--- src/rtl/rv32i_types_pkg.sv ---
// Shared RV32 pipeline types: data word, write-back source selects, FP flag width.
// Imported by the write-back stage and its flag accumulator.
// Ports: none (package only).
package rv32i_types_pkg;

  typedef logic [31:0] word_t;

  localparam int FFLAGS_W = 5;

  // Integer write-back data source; codes 5-7 select zero.
  typedef enum logic [2:0] {
    WB_DLOAD = 3'd0,
    WB_PC4   = 3'd1,
    WB_IMMU  = 3'd2,
    WB_ALU   = 3'd3,
    WB_CSR   = 3'd4
  } wb_wsel_t;

  // FP write-back data source; codes 3-7 select zero.
  typedef enum logic [2:0] {
    FWB_LOAD = 3'd0,
    FWB_FPU  = 3'd1,
    FWB_MOVE = 3'd2
  } fwb_wsel_t;

endpackage

--- src/rtl/wb_fflags_accum.sv ---
// Sticky accrued FP exception flags (NV,DZ,OF,UF,NX) with CSR overwrite.
// Ports: clk/rst (sync active-high), wr_en/wr_data CSR write, acc_en/acc_flags
// new flags to accrue, flags registered sticky value.
module wb_fflags_accum
  import rv32i_types_pkg::*;
(
  input  logic                clk,
  input  logic                rst,
  input  logic                wr_en,
  input  logic [FFLAGS_W-1:0] wr_data,
  input  logic                acc_en,
  input  logic [FFLAGS_W-1:0] acc_flags,
  output logic [FFLAGS_W-1:0] flags
);

  // CSR write replaces the base value first; flags raised by the instruction
  // retiring on the same edge are still OR-ed on top so none are lost.
  always_ff @(posedge clk) begin
    if (rst) begin
      flags <= '0;
    end else begin
      flags <= (wr_en ? wr_data : flags) | (acc_en ? acc_flags : '0);
    end
  end

endmodule

--- src/rtl/pipe5_writeback_stage.sv ---
// Write-back stage: selects int/FP write data, drives registered RF write ports,
// accrues FP flags, reports retirement and sequences halt (RUN->DRAIN->HALTED).
// Ports: CLK/RST (sync active-high), flattened mem/wb bundle + mw_valid in;
// rf_*/frf_* write ports, fflags, retire_*, instret, halt out. 1-cycle latency.
// Optional: define WB_INSTRET_EN to build the retired-instruction counter.
module pipe5_writeback_stage
  import rv32i_types_pkg::*;
#(
  parameter int XLEN      = 32,
  parameter int INSTRET_W = 64
) (
  input  logic                 CLK,
  input  logic                 RST,
  input  logic                 mw_valid,
  input  logic [2:0]           w_sel,
  input  logic                 wen,
  input  logic [4:0]           reg_rd,
  input  logic [XLEN-1:0]      pc,
  input  logic [XLEN-1:0]      pc4,
  input  logic [XLEN-1:0]      dload_ext,
  input  logic [XLEN-1:0]      alu_port_out,
  input  logic [XLEN-1:0]      csr_rdata,
  input  logic [XLEN-1:0]      imm_U,
  input  logic                 halt_instr,
  input  logic                 f_wen,
  input  logic [4:0]           f_reg_rd,
  input  logic [2:0]           f_wsel,
  input  logic [XLEN-1:0]      f_wdata,
  input  logic [XLEN-1:0]      fpu_out,
  input  logic [4:0]           fpu_flags,
  input  logic                 fflags_wen,
  input  logic [4:0]           fflags_wdata,
  output logic                 rf_wen,
  output logic [4:0]           rf_waddr,
  output logic [XLEN-1:0]      rf_wdata,
  output logic                 frf_wen,
  output logic [4:0]           frf_waddr,
  output logic [XLEN-1:0]      frf_wdata,
  output logic [4:0]           fflags,
  output logic                 retire_valid,
  output logic [XLEN-1:0]      retire_pc,
  output logic [INSTRET_W-1:0] instret,
  output logic                 halt
);

  typedef enum logic [1:0] {RUN, DRAIN, HALTED} state_t;

  state_t          state, state_nxt;
  logic            accepted;
  logic            int_wr, fp_wr;
  logic [XLEN-1:0] int_data, fp_data;

  // ---------------- FSM ----------------
  always_ff @(posedge CLK) begin
    if (RST) state <= RUN;
    else     state <= state_nxt;
  end

  always_comb begin
    state_nxt = state;
    accepted  = 1'b0;
    case (state)
      RUN: begin
        accepted = mw_valid;
        if (mw_valid && halt_instr) state_nxt = DRAIN;
      end
      DRAIN:   state_nxt = HALTED;
      HALTED:  state_nxt = HALTED;
      default: state_nxt = RUN;
    endcase
  end

  assign halt = (state == HALTED);

  // ---------------- data selection ----------------
  always_comb begin
    int_data = '0;
    case (wb_wsel_t'(w_sel))
      WB_DLOAD: int_data = dload_ext;
      WB_PC4:   int_data = pc4;
      WB_IMMU:  int_data = imm_U;
      WB_ALU:   int_data = alu_port_out;
      WB_CSR:   int_data = csr_rdata;
      default:  int_data = '0;
    endcase
  end

  always_comb begin
    fp_data = '0;
    case (fwb_wsel_t'(f_wsel))
      FWB_LOAD: fp_data = f_wdata;
      FWB_FPU:  fp_data = fpu_out;
      FWB_MOVE: fp_data = alu_port_out;
      default:  fp_data = '0;
    endcase
  end

  // x0 is hardwired zero, so its writes are dropped here; f0 is a real register.
  assign int_wr = accepted && wen && (reg_rd != 5'd0);
  assign fp_wr  = accepted && f_wen;

  // ---------------- registered write/retire ports ----------------
  // Address/data/PC registers only load on a strobe and otherwise hold.
  always_ff @(posedge CLK) begin
    if (RST) begin
      rf_wen       <= 1'b0;
      rf_waddr     <= '0;
      rf_wdata     <= '0;
      frf_wen      <= 1'b0;
      frf_waddr    <= '0;
      frf_wdata    <= '0;
      retire_valid <= 1'b0;
      retire_pc    <= '0;
    end else begin
      rf_wen       <= int_wr;
      frf_wen      <= fp_wr;
      retire_valid <= accepted;
      if (int_wr) begin
        rf_waddr <= reg_rd;
        rf_wdata <= int_data;
      end
      if (fp_wr) begin
        frf_waddr <= f_reg_rd;
        frf_wdata <= fp_data;
      end
      if (accepted) retire_pc <= pc;
    end
  end

  wb_fflags_accum u_fflags (
    .clk       (CLK),
    .rst       (RST),
    .wr_en     (fflags_wen),
    .wr_data   (fflags_wdata),
    .acc_en    (fp_wr),
    .acc_flags (fpu_flags),
    .flags     (fflags)
  );

`ifdef WB_INSTRET_EN
  always_ff @(posedge CLK) begin
    if (RST)               instret <= '0;
    else if (retire_valid) instret <= instret + {{(INSTRET_W-1){1'b0}}, 1'b1};
  end
`else
  assign instret = '0;
`endif

endmodule
--- config.mk ---
export PLATFORM = sky130hd
export DESIGN_NAME = pipe5_writeback_stage
export DESIGN_NICKNAME = d
export VERILOG_FILES = /design/src/rtl/rv32i_types_pkg.sv /design/src/rtl/wb_fflags_accum.sv /design/src/rtl/pipe5_writeback_stage.sv
export SDC_FILE = /design/constraint.sdc
export NUM_CORES = 1
export LEC_CHECK = 0
export CAP_MARGIN = 15
export CORE_AREA = 4 4 182 184
export DETAILED_ROUTE_END_ITERATION = 8
export DIE_AREA = 0 0 186 188
export GPL_ROUTABILITY_DRIVEN = 0
export PLACE_DENSITY = 0.6
export SETUP_SLACK_MARGIN = 0.4
export SLEW_MARGIN = 20
export SYNTH_ARGS = -nofsm -noshare
export SYNTH_HDL_FRONTEND = slang
export SYNTH_HIERARCHICAL = 1
export SYNTH_SLANG_ARGS = --single-unit
--- constraint.sdc ---
create_clock -name CLK -period 2.3 [get_ports CLK]
set_clock_uncertainty 0.05 [all_clocks]
set_input_delay 0.345 -clock CLK [delete_from_list [all_inputs] [get_ports CLK]]
set_output_delay 0.345 -clock CLK [all_outputs]
set_load 0.05 [all_outputs]
==> metrics.txt, run 1 <==
status complete, no violations; warnings from Yosys 6; detailed-route DRC error count 0; worst slew pin tran 1.04 ns; Synth area leader dfxtp_1; Setup crit end kind flip-flop; hold endpoint rf_waddr[0]; Cell Pwr Density approximately 720 nW/um^2; crit path max fanout 32; Routed Antenna Nets 0; Core ar. 31400 sq um; hold wc startpoint RST; R2R setup slack approximately 0.53 ns; Post-Place Setup Slack -0.255 ns; Clock transition at path regs 0.06 ns; Die Width approximately 190 um; Final Hold Vio Count 0; total CTS buffers 17; Syn Area/Cell 8.29 sq um; crit path from reg_rd[3]; placed cells 1532; top-area cell type share of the netlist area ~36%; port bufs 403; Arr. time, crit path 2.13 ns; filler instances 3314; startpoint types input pin; unrepaired setup endpoints after global routing false; # IOs 468; largest cells by area after synthesis dfxtp_1 (36%), buf_4 (7.5%), nand2_1 (6.7%); ratio of cells with drive above 1 in the final layout ~8.9%; #FFs+latches synth 116; Reg2Reg Depth 7; Clock Sinks 116; Distinct cells, synth 30; synth-to-layout area growth 74.6%; max-capacitance violation count 0; initial core utilization about a fifth; grt total ovfl 0; largest net degree at the start of global routing 80; Worst Hold Class input pin to flip-flop; first drt pass iteration count 5; Non-Filler Instances 1563; drt wl/cell 19.1 um; worst r2r dst rf_wdata[28]; post-route setup slack 0.424 ns; WL final ~30000 um; Final nets ~1400; All-Layer GR Usage 16.1%; Slew HR 30.7%; Max H-tree Level 4; EDFF count, synth 0; fin. max-slew vios 0; asr flop ratio synth 0%; CTS tree done; Setup-failing EPs final 0; number of global-route vias before repair between 6000 and 7000; die height 188 um; initial detailed-routing violation count 366; Clock Path Buffers 2; cells after synthesis 769; Top FF cell, synth dfxtp_1; Inserted Diodes 0; Post-Syn Area 6380 sq um; WHS Path Cells 2; Hold Slack 0.158 ns; worst-skew pair later-pin latency 0.41 ns; Final period util 81.6%; Fmax achieved 533 MHz; Std-Cell Rows 65; HPWL Detailed 23700 um; vias 6887; Worst R2R Start state[0]; number of hold buffers added after CTS 0; WS Path Type input pin to flip-flop; sequential share of the synthesized area 36.4%; total power 0.00807 W; initial antenna violation count 1; most frequent cells after synthesis dfxtp_1 (116), nand2_1 (114), a21oi_1 (75); post-route minimum period ~1.9 ns; WP data required ~2.6 ns; Clock Tree Root clkbuf_16; setup TNS 0 ns; top-count cell post-synth dfxtp_1; routed vias/inst about 4.4; global-route wire length before repair approximately 42000 um; VDD IR max 0.473 mV; Static Leak approximately 4.7 nW; Die ar. ~35000 sq um
-- state kept, by name, summed over array words and instances, names as in the netlist --
signal and cells:
frf_wdata 32, retire_pc 32, rf_wdata 32, frf_waddr 5, rf_waddr 5, u_fflags/flags 5, state 2, frf_wen 1
retire_valid 1, rf_wen 1
-- cells by family after synthesis --
logic type	count (synthesis)	synth area share (%)
compound gates	241	24.4
other cells	1	0.0588
mux	73	12.1
fa+ha+maj	3	0.589
buf+inv	136	12.9
flops	116	36.4
simple gates	199	13.5
-- area by class of cell --
| class | instances | area, sq um | share of cell area, % |
|---|---|---|---|
| clock buffer | 22 | 464 | 4.17 |
| clock inverter | 9 | 153 | 1.37 |
| inverter | 4 | 15.0 | 0.135 |
| multi-input combinational | 580 | 3510 | 31.6 |
| sequential | 116 | 2320 | 20.9 |
| tap | 402 | 503 | 4.52 |
| timing repair buffer | 430 | 4160 | 37.4 |
-- critical path, stage by stage --
cell	delay (ns)
clkdlybuf4s50_1	0.43
or4_4	0.59
nor2_2	0.09
and4b_2	0.25
buf_12	0.17
a22o_1	0.24
-- cells in the final DEF (no fill, tap or decap), drive strengths merged --
cell,netlist,final
o21ai,65,65
a22o,32,32
clkdlybuf4s50,0,285
conb,1,64
o211ai,1,1
buf,83,30
a32oi,34,34
clkbuf,49,23
a211oi,1,1
and4b,1,1
a21oi,75,75
nand2,114,114
nor2,42,42
dfxtp,116,116
nand3,2,2
mux2,32,32
nor2b,4,4
a2bb2oi,1,1
ha,3,3
or4,1,1
inv,4,4
and2,34,34
clkinvlp,0,3
and2b,1,1
bufinv,0,4
dlygate4sd2,0,114
clkinv,0,2
a22oi,31,31
a21boi,1,1
mux2i,41,41
-- per-stage QoR --
| step | utilization [%] | instance area [sq um] |
|---|---|---|
| 6_report | 35.5 | 11100 |
| 5_1_grt | 35.5 | 11100 |
| 4_1_cts | 35.4 | 11100 |
| 3_5_place_dp | 33.9 | 10600 |
| 3_3_place_gp | 33.9 | 10600 |
| 2_1_floorplan | - | 6610 |
-- power breakdown --
part	internal, W	switching, W	leakage, nW
clock network	0.00186	0.000999	0.292
logic	0.00102	0.00186	3.47
registers	0.00223	0.0000982	0.944
-- routing by layer --
metal	GRT usage [%]	wire length, um	vias up
met3	5.14	2540	27
met2	27.3	14500	319
met4	4.06	401	2
li1	-	-	3346
met1	19.7	12400	3193
met5	0	7	-
-- worst max-delay path by stage --
stage,slack (ns),endpoint
after floorplan,0.52,rf_wdata[3]
after global placement,-0.19,rf_wdata[13]
after detailed placement,-0.26,rf_wdata[13]
after CTS,0.31,halt
after global routing,0.40,rf_wdata[13]
final,0.42,rf_wdata[13]
-- timing repair --
item,4_1_cts,5_1_grt
gates cloned,0,0
setup buffers,0,0
gates resized for setup,117,5
pin swaps,0,1
setup endpoints to repair,147,16
Power figures use the tool's default switching activity.
==> run 2: changes to the inputs <==
==> constraint.sdc (replaced) <==
create_clock -name CLK -period 1.8 [get_ports CLK]
set_clock_uncertainty 0.05 [all_clocks]
set_input_delay 0.27 -clock CLK [delete_from_list [all_inputs] [get_ports CLK]]
set_output_delay 0.27 -clock CLK [all_outputs]
set_load 0.05 [all_outputs]
==> run 2 against run 1 <==
Net effect: sequential power up 28%; largest power group unchanged; via count up 4.6%; critical path type is now flip-flop to flip-flop; die area unchanged; highest routed layer unchanged; register-to-register slack worse by 0.47 ns; clock power up 28%; utilization up 2.3 points; final cell count up 3.7%.
==> metrics.txt, run 2 (same netlist as run 1, synthesis figures left out) <==
number of hold buffers added after CTS 0 (unchanged); Routed Antenna Nets 0 (unchanged); met3 GRT Util 4.50% (was 5.14%); port bufs 403 (unchanged); worst slew pin tran 0.534 ns (was 1.04 ns); ratio of cells with drive above 1 in the final layout 24.4% (was 8.87%); max-capacitance violation count 0 (unchanged); GR peak layer met2 (unchanged); startpoint types flip-flop (was input pin); Setup crit end kind flip-flop (unchanged); vias 7203 (was 6887); Clock Tree Root clkbuf_16 (unchanged); largest net degree at the start of global routing 46 (was 80); Clock transition at path regs 0.06 ns (about the same); Cell Pwr Density 933 nW/um^2 (was 725 nW/um^2); Die ar. 35000 sq um (unchanged); Clock Path Buffers 2 (unchanged); most frequent cells in the layout clkdlybuf4s50_1 (280), buf_4 (134), dfxtp_1 (114) (was clkdlybuf4s50_1 (285), dfxtp_1 (116), nand2_1 (114), dlygate4sd2_1 (114), a21oi_1 (75)); unrepaired setup endpoints after global routing true (was false); status complete, no violations (unchanged); die height 188 um (unchanged); Hold Slack 0.0761 ns (was 0.158 ns); largest registers frf_wdata x32, retire_pc x32, rf_wdata x32 (unchanged); Clock Sinks 116 (unchanged); met1 Track Usage GR 20.2% (was 19.7%); number of global-route vias before repair 6919 (was 6877); WL final 31600 um (was 29900 um); post-route minimum period roughly 1.7 ns; Max H-tree Level 4 (unchanged); worst-skew pair later-pin latency 0.41 ns (about the same); Final Hold Vio Count 0 (unchanged); VDD IR max 0.556 mV (was 0.473 mV); Std-Cell Rows 65 (unchanged); initial core utilization 20.3% (unchanged); area of the multi-input gates 3600 sq um (was 3510 sq um); detailed-route DRC error count 0 (unchanged); Final period util 96.8%; post-route setup slack 0.0580 ns (was 0.424 ns); Fmax achieved 574 MHz; Core ar. 31400 sq um (unchanged); M2 GR Usage 28.1% (was 27.3%); filler instances 3250 (was 3314); first drt pass iteration count 5 (unchanged); Die Width 186 um (unchanged); register area 2320 sq um (about the same); All-Layer GR Usage 16.5% (was 16.1%); WS Path Type flip-flop to flip-flop (was input pin to flip-flop); Static Leak 4.84 nW (was 4.71 nW); Setup-failing EPs final 0 (unchanged); Arr. time, crit path 2.00 ns (was 2.13 ns); CTS tree done (unchanged); initial antenna violation count 3 (was 1); global-route wire length before repair 43500 um (was 42500 um); Post-Place Setup Slack -0.439 ns (was -0.255 ns); drt wl/cell 19.5 um (was 19.1 um); total CTS buffers 17 (unchanged); Slew HR 64.4% (was 30.7%); fin. max-slew vios 0 (unchanged); Worst Hold Class input pin to flip-flop (unchanged); crit path max fanout 8 (was 32); WP data required 2.05 ns (was 2.56 ns); Final Util 37.8% (was 35.5%); grt total ovfl 0 (unchanged); commonest non-fill, non-tap cell in the layout clkdlybuf4s50_1 (unchanged); HPWL Detailed 24100 um (was 23700 um); initial detailed-routing violation count 392 (was 366); Final nets 1497 (was 1441); synth-to-layout area growth 86.0% (was 74.6%); # IOs 468 (unchanged); routed vias/inst 4.44 (was 4.41)
run 2: cell types whose count changed in the layout (fill, tap and decap cells not counted), moves of 9 or more:
cell,change
buf_12,+15
buf_6,+9
o21ai_0,-21
buf_4,+114
buf_2,+23
o21ai_1,+19
dlygate4sd2_1,-113
run 2: power breakdown:
group	internal, W	switching, W
logic	0.00185	0.00258
clock network	0.00227	0.00138
registers	0.00285	0.000141
total	0.00697	0.00410
run 2: final timing paths:
kind	startpoint	endpoint	slack, ns	cells past startpoint
max reg2reg	state[1]	rf_wdata[3]	0.06	9
min	reg_rd[1]	rf_waddr[1]	0.08	3
min reg2reg	frf_wdata[13]	frf_wdata[13]	0.40	2
max	state[1]	rf_wdata[3]	0.06	9
run 2: worst max-delay path: stages (launching register included):
cell	delay, ns
dfxtp_2	0.32
inv_2	0.07
ha_4	0.13
and2_4	0.16
o211ai_4	0.07
and2b_4	0.21
buf_12	0.14
buf_12	0.11
buf_16	0.13
a22o_1	0.23
run 2: layout make-up:
type | instances | area share, %
antenna | 1 | 0.0211
clock buffer | 19 | 3.82
clock inverter | 13 | 1.47
inverter | 4 | 0.127
multi-input combinational | 580 | 30.3
sequential | 116 | 19.6
tap | 402 | 4.24
timing repair buffer | 486 | 40.4
run 2: per-layer routing:
layer	share of wire, %	vias to the layer above
met5	0.066	-
met4	1.4	4
met3	7.9	25
met2	51	344
met1	40	3368
li1	-	3462
run 2: repair_timing:
item	in CTS	in global routing
buffers inserted	13	11
gates resized for setup	139	48
setup endpoints to repair	136	116
pin swaps	14	27
gates cloned	5	5
hold endpoints to repair	0	0
run 2: metrics by stage:
stage | area [sq um] | power (W) | cells | TNS (ns)
final | 11900 | 0.0111 | 1621 | 0
after CTS | 11600 | 0.0109 | 1604 | 0
after global routing | 11900 | 0.0116 | 1621 | 0
after detailed placement | 10700 | 0.00695 | 1554 | -15.04
after global placement | 10700 | 0.00692 | 1554 | -14.47
after floorplan | 6680 | 0.00546 | 832 | 0
==> run 3: changes to the inputs <==
--- a/config.mk
+++ b/config.mk
@@ -9,7 +9,6 @@
 export CORE_AREA = 4 4 182 184
 export DETAILED_ROUTE_END_ITERATION = 8
 export DIE_AREA = 0 0 186 188
-export GPL_ROUTABILITY_DRIVEN = 0
 export PLACE_DENSITY = 0.6
 export SETUP_SLACK_MARGIN = 0.4
 export SLEW_MARGIN = 20
==> results of run 3 <==
Same layout as run 2: the final DEF is identical, and so are final timing and power.
